**src/rtl/pipo_arb_pkg.sv**
```systemverilog
// -----------------------------------------------------------------------------
// pipo_arb_pkg
// Shared definitions for the shared PIPO-register arbiter:
//   - FSM state encoding (IDLE/LOAD/HOLD)
//   - default parameter values (word width, requester count, hold length)
//   - width helper used for the round-robin pointer and the hold counter
// -----------------------------------------------------------------------------
package pipo_arb_pkg;

  typedef enum logic [1:0] {
    S_IDLE = 2'd0,
    S_LOAD = 2'd1,
    S_HOLD = 2'd2
  } state_t;

  localparam int DEF_N    = 5;
  localparam int DEF_R    = 4;
  localparam int DEF_HOLD = 2;

  // Bits needed to encode values 0..v-1, never less than one bit so that
  // degenerate sizes (v == 1) still produce a legal vector.
  function automatic int width_min1(input int v);
    return (v <= 1) ? 1 : $clog2(v);
  endfunction

endpackage

```
**src/rtl/pipo_share_arbiter_rr_pick.sv**
```systemverilog
// -----------------------------------------------------------------------------
// rr_pick
// Combinational round-robin winner search. Starting at index ptr and walking
// upward (wrapping R-1 -> 0), the first asserted request bit wins.
// Ports:
//   req    in  [R-1:0]   request vector
//   ptr    in  [PW-1:0]  highest-priority index for this search
//   winner out [R-1:0]   one-hot winner, all-zero when req is zero
//   idx    out [PW-1:0]  binary index of the winner, zero when req is zero
// -----------------------------------------------------------------------------
module rr_pick
  import pipo_arb_pkg::*;
#(
  parameter int R  = DEF_R,
  parameter int PW = width_min1(R)
) (
  input  logic [R-1:0]  req,
  input  logic [PW-1:0] ptr,
  output logic [R-1:0]  winner,
  output logic [PW-1:0] idx
);

  always_comb begin
    logic          found;
    logic [PW-1:0] cand;
    // NOTE: every output and temporary gets a value before any branch so no
    // path leaves a signal unassigned, which would otherwise infer a latch.
    winner = '0;
    idx    = '0;
    found  = 1'b0;
    cand   = ptr;
    for (int i = 0; i < R; i++) begin
      if (!found && req[cand]) begin
        found       = 1'b1;
        winner[cand] = 1'b1;
        idx         = cand;
      end
      // Explicit compare against R-1 keeps the wrap correct for R that is not
      // a power of two.
      cand = (cand == PW'(R - 1)) ? '0 : cand + PW'(1);
    end
  end

endmodule

```
**src/rtl/pipo_share_arbiter.sv**
```systemverilog
// -----------------------------------------------------------------------------
// pipo_share_arbiter
// One N-bit parallel-in/parallel-out register shared by R producers. A
// round-robin arbiter grants one requester per turn with a single-cycle gnt
// pulse, loads that requester's word into Q during the gnt cycle, then holds
// the register stable for HOLD cycles before arbitrating again.
// Ports:
//   clk      in   1        rising-edge clock
//   reset    in   1        synchronous, active-high reset
//   req      in   [R-1:0]  request bit per producer
//   data_in  in   [R*N-1:0] producer i's word on bits [i*N +: N]
//   gnt      out  [R-1:0]  one-hot grant, high for exactly one cycle
//   Q        out  [N-1:0]  shared register contents
//   owner    out  [PW-1:0] index of the producer that last loaded Q
//   valid    out  1        Q holds a loaded word since reset
//   busy     out  1        FSM is in LOAD or HOLD
// All outputs are registered.
// -----------------------------------------------------------------------------
module pipo_share_arbiter
  import pipo_arb_pkg::*;
#(
  parameter  int N    = DEF_N,
  parameter  int R    = DEF_R,
  parameter  int HOLD = DEF_HOLD,
  localparam int PW   = width_min1(R),
  localparam int CW   = width_min1(HOLD + 1)
) (
  input  logic           clk,
  input  logic           reset,
  input  logic [R-1:0]   req,
  input  logic [R*N-1:0] data_in,
  output logic [R-1:0]   gnt,
  output logic [N-1:0]   Q,
  output logic [PW-1:0]  owner,
  output logic           valid,
  output logic           busy
);

  state_t        state;
  logic [PW-1:0] ptr;      // search start for the next arbitration
  logic [PW-1:0] win_idx;  // requester granted in the current LOAD cycle
  logic [CW-1:0] cnt;      // remaining HOLD cycles
  logic [R-1:0]  pick_oh;
  logic [PW-1:0] pick_idx;
  logic          load_en;

  rr_pick #(
    .R  (R),
    .PW (PW)
  ) u_rr_pick (
    .req    (req),
    .ptr    (ptr),
    .winner (pick_oh),
    .idx    (pick_idx)
  );

  // The load only happens if the winner is still requesting in its gnt cycle;
  // a dropped request aborts the turn without touching Q or the pointer.
  assign load_en = (state == S_LOAD) && req[win_idx];

  always_ff @(posedge clk) begin
    // NOTE: sequential state uses non-blocking assignments so every register
    // samples pre-edge values regardless of statement order.
    if (reset) begin
      state   <= S_IDLE;
      gnt     <= '0;
      busy    <= 1'b0;
      ptr     <= '0;
      win_idx <= '0;
      cnt     <= '0;
    end else begin
      gnt <= '0;  // grant is a single-cycle pulse by default
      case (state)
        S_IDLE: begin
          if (|req) begin
            gnt     <= pick_oh;
            win_idx <= pick_idx;
            state   <= S_LOAD;
            busy    <= 1'b1;
          end else begin
            busy <= 1'b0;
          end
        end

        S_LOAD: begin
          if (load_en) begin
            // Advance past the winner so a persistent requester waits for
            // every other active requester before being served again.
            ptr <= (win_idx == PW'(R - 1)) ? '0 : win_idx + PW'(1);
            if (HOLD == 0) begin
              state <= S_IDLE;
              busy  <= 1'b0;
            end else begin
              state <= S_HOLD;
              cnt   <= CW'(HOLD);
            end
          end else begin
            state <= S_IDLE;
            busy  <= 1'b0;
          end
        end

        S_HOLD: begin
          // Requests are ignored here; the register is simply held.
          cnt <= cnt - CW'(1);
          if (cnt == CW'(1)) begin
            state <= S_IDLE;
            busy  <= 1'b0;
          end
        end

        default: begin
          state <= S_IDLE;
          busy  <= 1'b0;
        end
      endcase
    end
  end

  // Shared data register with load enable. Reset takes priority, so a reset
  // in the same cycle as a load leaves the register cleared.
  always_ff @(posedge clk) begin
    if (reset) begin
      Q     <= '0;
      owner <= '0;
      valid <= 1'b0;
    end else if (load_en) begin
      Q     <= data_in[win_idx*N +: N];
      owner <= win_idx;
      valid <= 1'b1;
    end
  end

endmodule
```
**config.mk**
```make
export PLATFORM = sky130hd
export DESIGN_NAME = pipo_share_arbiter
export DESIGN_NICKNAME = d
export VERILOG_FILES = /design/src/rtl/pipo_arb_pkg.sv /design/src/rtl/pipo_share_arbiter_rr_pick.sv /design/src/rtl/pipo_share_arbiter.sv
export SDC_FILE = /design/constraint.sdc
export NUM_CORES = 1
export LEC_CHECK = 0
export BUFFER_PORTS_ARGS = -buffer_cell sky130_fd_sc_hd__buf_2
export CAP_MARGIN = 20
export CORE_MARGIN = 5
export CORE_UTILIZATION = 47
export DETAILED_ROUTE_END_ITERATION = 6
export PLACE_DENSITY = 0.73
export SETUP_SLACK_MARGIN = 0.05
export SLEW_MARGIN = 25
export SYNTH_ARGS = -nofsm -noshare
export SYNTH_HDL_FRONTEND = slang
export SYNTH_SLANG_ARGS = --single-unit
```
**constraint.sdc**
```tcl
create_clock -name clk -period 3.1 [get_ports clk]
set_clock_uncertainty 0.1 [all_clocks]
set_input_delay 0.93 -clock clk [delete_from_list [all_inputs] [get_ports clk]]
set_output_delay 0.93 -clock clk [all_outputs]
set_load 0.01 [all_outputs]
```
==> flow_metrics.py, run 1 <==
metrics = {
    "clock_tree": {
        "cts.clk_slew.worst_paths_ns": 0.12,
        "cts_inserted_buffers": 3,
        "clk-insertion-delay-late_ns": 0.30,
        "hold_bufs_at_cts": 0,
        "clock-root-buffer": "clkbuf_4",
        "post-cts-setup-buffer-count": 0,
        "cts.htree.levels": 1,
        "longest_clk_path_bufs": 2,
        "cts_num_sinks": 21,
        "cts.repair.resized": 0,
        "cts_tree": "yes",
    },
    "detailed_routing": {
        "post_drt_wl_per_cell_um": 15.6,
        "antenna_violating_nets_post_route": 0,
        "drt_drc_violations_left": 0,
        "first_iter_violations": 87,
        "routed_wl_um": 3400,
        "drt_pre_antenna_iters": 4,
        "route.vias.total": 1297,
        "vias_per_cell": 5.95,
    },
    "layout": {
        "drive_gt1_share_pct": 33.0,
        "layout.filler_cells": 284,
        "fin_util_pct": 54.7,
        "nets": 221,
        "seq_area_um2": 420,
        "antenna-diode-count": 0,
        "area.growth.synth_to_final_pct": 13.7,
        "multi_input_gate_area_um2": 907,
    },
    "worst_hold_path": {
        "timing.hold.worst.class": "reg2reg",
    },
    "timing": {
        "maxSlewHeadroom_pct": 57.4,
        "tns_ns": 0,
        "finalHoldViolCount": 0,
        "post-route-period-util_pct": 80.4,
        "worst-slew-pin-transition_ns": 0.635,
        "rsz0062_at_grt": "no",
        "max_freq_mhz": 401,
        "period_needed_ns": 2.49,
        "worst_hold_slack_ns": 0.357,
        "final_max_slew_viol_count": 0,
        "timing.final.setup_violations": 0,
    },
    "die": {
        "core_area_um2": 3000,
        "row_count": 20,
        "horizontal_die_dimension_um": 65.5,
        "design.die.area_um2": 4280,
        "num_io_pins": 39,
        "fp.dieH_um": 65.5,
        "floorplan.initialDensity_pct": 48.1,
    },
    "synthesis": {
        "synthesis.area_per_instance_um2": 9.51,
        "synth.yosys.seq_area_share_pct": 29.1,
        "cells_taking_the_most_area_after_synthesis": "dfxtp_1 (29%), mux2i_1 (10%), mux4_2 (9.4%), ha_1 (7.8%), a21oi_1 (3.8%)",
        "synth_top_area_share_pct": 29.1,
        "syn_inst": 152,
        "synth_cell_types": 40,
        "synth.most_common_cell": "dfxtp_1",
        "synth.net_count": 187,
        "synth_top_cells_by_count": "dfxtp_1 (21), mux2i_1 (15), nor2_1 (14)",
        "synth_flop_cell": "dfxtp_1",
        "synth_area_um2": 1450,
        "proportion_of_synthesized_flip_flops_having_asynchronous_set_or_reset_pct": 0,
        "number_of_synthesized_flops_with_an_enable_pin": 0,
        "synth_top_area_cell": "dfxtp_1",
        "synth-seq-cells": 21,
        "synth-warning-count": 0,
    },
    "pwr": {
        "ir_worst_vdd_v": 0.000202,
        "power.density_cell_area_nw_per_um2": 519,
        "power_leakage_nw": 0.739,
    },
    "setup_path": {
        "startpoint_kind_of_the_worst_setup_timing_path": "register",
        "setup.worst_path.class": "reg2reg",
        "worst_setup_path_end_kind": "register",
        "cpPeakStageDelay_ns": 0.53,
        "crit_fanout": 13,
        "timing.critical_path.max_delay_family": "compound AO/OA/AOI/OAI gates",
        "timing.critical_path.cells": "buf_4 > ha_1 > or2_2 > nor3_1 > a311oi_1 > a2111oi_2 > a221o_1",
        "crit_slowest_cell": "a2111oi_2",
        "critical_path_required_ns": 3.25,
        "arrival_ns": 2.64,
        "timing.critical_path.buf_inv": 1,
    },
    "placed_design": {
        "io_buffers": 38,
        "gpl.final_weighted_congestion": 0.828,
        "dp_hpwl_um": 2600,
    },
    "global_routing": {
        "grt_usage_pct": 16.8,
        "gr-total-overflow": 0,
        "first_global_vias": 1247,
        "grt_pass1_wl_um": 5630,
        "antenna_found_initial": 0,
        "pin_count_of_the_biggest_net_entering_global_routing": 18,
    },
    "run_status": {
        "run_status": "finished, final reports clean",
    },
    "flow_run": {
        "drv_cap": 0,
    },
}
-- metrics by stage --
step | total power [mW] | worst slack [ns] | std cells | instance area, um^2
finish | 0.852 | 0.608 | 218 | 1640
floorplan | 0.637 | 0.667 | 152 | 1450
detailed placement | 0.726 | 0.383 | 214 | 1620
global placement | 0.717 | 0.459 | 214 | 1620
global route | 0.911 | 0.428 | 218 | 1640
CTS | 0.855 | 0.604 | 218 | 1640
-- final cells by class --
type                    instances  share of cell area, %
well taps                      33                   2.51
clock buffers                   3                   1.37
repair buffers                 42                   13.4
inverters                       7                   1.60
flip-flops and latches         21                   25.6
multi-input cells             111                   55.2
clock inverters                 1                  0.305
-- power breakdown --
part	switching [mW]	internal (mW)	leakage, nW
sequential	0.0415	0.311	0.172
combinational	0.192	0.178	0.550
clock	0.0819	0.0481	0.0177
total	0.316	0.536	0.739
-- worst paths after layout --
path / startpoint / end / slack, ns / depth (start not counted)
hold / removal: valid / valid / 0.36 / 2
hold reg to reg: valid / valid / 0.36 / 2
setup reg to reg: ptr[0] / gnt[0] / 0.61 / 7
setup / recovery: ptr[0] / gnt[0] / 0.61 / 7
-- layout by cell type, fill, tap and decap left out, types with 2 or more instances in the layout --
| master | n |
|---|---|
| nand3b_1 | 3 |
| a2111oi_0 | 2 |
| clkbuf_4 | 3 |
| a221oi_1 | 2 |
| nor3_1 | 3 |
| ha_1 | 9 |
| buf_2 | 38 |
| inv_1 | 7 |
| a221o_1 | 4 |
| mux4_2 | 6 |
| mux2i_1 | 15 |
| nand2b_1 | 3 |
| nand2_1 | 7 |
| a311oi_1 | 5 |
| buf_4 | 4 |
| nor2_1 | 14 |
| or2_2 | 4 |
| a21oi_1 | 11 |
| dfxtp_1 | 21 |
| o21ai_0 | 4 |
-- cell families (layout without fill, tap and decap cells) --
family,count (synthesis),after routing,synth area share [%]
fa+ha+maj,9,9,7.79
buf+inv,20,53,8.14
flops,21,21,29.1
simple gates,43,43,15.6
mux,22,22,20.5
compound gates,37,37,18.9
-- routing by layer --
layer | up-vias | global-route usage (%) | share of wire [%]
met3 | 4 | 1.71 | 4.2
met4 | 0 | 5.44 | 1.3
met1 | 611 | 20.1 | 41
met2 | 46 | 31.1 | 53
li1 | 636 | - | -
met5 | - | 0 | 0
-- sequential cells by signal, indices dropped and copies added, names as in the netlist, 2 cells and up --
signal and flops:
Q 5, ptr 2, gnt 4, state 2
owner 2, win_idx 2, cnt 2
-- tightest hold or removal path, stage by stage, from the launching register on --
cell     delay (ns)
dfxtp_1        0.33
inv_1          0.05
a21oi_1        0.05
Power figures use the tool's default switching activity.
==> run 2, diff against run 1 <==
- clock period: 3.1 -> 2.4 ns (I/O delays scaled with it)
==> flow_metrics.py, run 2 (synthesized netlist as in run 1, its figures left out) <==
metrics = {
    "pwr": {
        "clock_power_share_pct": 13.8,
        "switching_share_pct": 35.6,
        "totalPowerFinal_mw": 1.17,
        "sequentialPowerShare_pct": 37.8,
        "power.density_cell_area_nw_per_um2": 643,
        "ir_worst_vdd_v": 0.000258,
        "netSwitchingPower_mw": 0.416,
        "power.internal_mw": 0.753,
        "power_leakage_nw": 0.845,
        "comb_power_share_pct": 48.3,
    },
    "global_routing": {
        "gr-total-overflow": 0,
        "pin_count_of_the_biggest_net_entering_global_routing": 17,
        "grt_pass1_wl_um": 5930,
        "antenna_found_initial": 0,
        "grt_usage_pct": 17.8,
        "first_global_vias": 1331,
    },
    "layout": {
        "final_cell_area_um2": 1820,
        "most_frequent_cells_in_the_layout": "buf_2 (38), buf_4 (26), dfxtp_1 (20)",
        "fin_util_pct": 60.5,
        "area.growth.synth_to_final_pct": 25.8,
        "number_of_flip_flops_under_the_largest_register_name": 5,
        "final_common_cell": "buf_2",
        "drive_gt1_share_pct": 41.5,
        "layout.filler_cells": 288,
        "reg_top3": "Q: 5 flops, gnt: 4 flops",
        "antenna-diode-count": 0,
        "register_name_with_the_most_flops": "Q",
        "nets": 243,
        "post_layout_nonfiller_instances": 240,
    },
    "timing": {
        "max_freq_mhz": 442,
        "final_max_slew_viol_count": 0,
        "rsz0062_at_grt": "no",
        "worst-slew-pin-transition_ns": 0.464,
        "period_needed_ns": 2.26,
        "tns_ns": 0,
        "timing.final.setup_violations": 0,
        "finalHoldViolCount": 0,
        "maxSlewHeadroom_pct": 69.0,
        "post-route-period-util_pct": 94.3,
    },
    "detailed_routing": {
        "post_drt_wl_per_cell_um": 15.0,
        "vias_per_cell": 5.69,
        "drt_pre_antenna_iters": 4,
        "antenna_violating_nets_post_route": 0,
        "first_iter_violations": 74,
        "routed_wl_um": 3600,
        "drt_drc_violations_left": 0,
        "route.vias.total": 1366,
    },
    "die": {
        "fp.dieH_um": 65.5,
        "design.die.area_um2": 4280,
        "floorplan.initialDensity_pct": 48.1,
        "row_count": 20,
        "core_area_um2": 3000,
        "horizontal_die_dimension_um": 65.5,
        "num_io_pins": 39,
    },
    "clock_tree": {
        "cts.clk_slew.worst_paths_ns": 0.11,
        "post-cts-setup-buffer-count": 0,
        "longest_clk_path_bufs": 2,
        "clock-root-buffer": "clkbuf_4",
        "cts_inserted_buffers": 3,
        "cts_tree": "yes",
        "clk-insertion-delay-late_ns": 0.29,
        "cts.htree.levels": 1,
        "cts_num_sinks": 21,
    },
    "placed_design": {
        "place_inst": 236,
        "dp_hpwl_um": 2890,
        "gpl.final_weighted_congestion": 0.819,
        "io_buffers": 38,
        "placement.cell_area_um2": 1780,
    },
    "setup_path": {
        "critical_path_required_ns": 2.49,
        "startpoint_kind_of_the_worst_setup_timing_path": "register",
        "crit_fanout": 7,
        "worst_setup_path_end_kind": "register",
        "setup.worst_path.class": "reg2reg",
        "arrival_ns": 2.35,
    },
    "worst_hold_path": {
        "timing.hold.worst.class": "reg2reg",
    },
    "run_status": {
        "run_status": "finished, final reports clean",
    },
    "flow_run": {
        "drv_cap": 0,
    },
}
==> run 2: area by class of cell <==
| type | instances | area [um^2] | share of cell area [%] |
|---|---|---|---|
| multi-input cells | 111 | 917 | 50.4 |
| well taps | 33 | 41.3 | 2.27 |
| clock buffers | 4 | 26.3 | 1.45 |
| inverters | 7 | 26.3 | 1.45 |
| flip-flops and latches | 21 | 422 | 23.2 |
| repair buffers | 64 | 385 | 21.2 |
==> run 2: path summary, 6_finish.rpt <==
kind	start	endpoint	slack [ns]	depth (start not counted)
worst max-delay path	ptr[1]	gnt[0]	0.14	6
worst min-delay path	valid	valid	0.35	2
worst max register to register	ptr[1]	gnt[0]	0.14	6
worst min register to register	valid	valid	0.35	2
==> run 2: critical path, stage by stage, from the launching register on <==
cell,delay [ns]
dfxtp_2,0.38
ha_1,0.25
or2_2,0.35
buf_4,0.17
a311oi_1,0.42
a2111oi_2,0.12
a221o_1,0.37
==> run 2: timing repair <==
| action | 4_1_cts | 5_1_grt |
|---|---|---|
| gates resized for setup | 2 | 3 |
| pin swaps | 0 | 1 |
| setup endpoints to repair | 2 | 6 |
| hold buffers | 0 | 0 |
==> run 2: power by group through the flow <==
stage	logic [mW]	clock network [mW]	registers (mW)
final	0.565	0.162	0.442
after global routing	0.619	0.180	0.450
after CTS	0.558	0.164	0.443
after detailed placement	0.554	0	0.450
after global placement	0.536	0	0.448
after floorplan	0.371	0	0.451
==> run 2: per-stage QoR <==
step / hold WS (ns) / setup WS (ns)
finish: 0.348 / 0.138
global route: 0.393 / 0.0450
CTS: 0.351 / 0.113
detailed placement: 0.334 / 0.0218
global placement: 0.331 / 0.0706
floorplan: 0.351 / 0.166
==> run 2: routing by layer <==
layer  track usage [%]  vias to the layer above  share of wire [%]
met5                 0                        -                  0
met2              34.5                       31                 56
li1                  -                      676                  -
met3              1.54                        6                3.3
met4              5.44                        0                1.2
met1              20.1                      653                 39
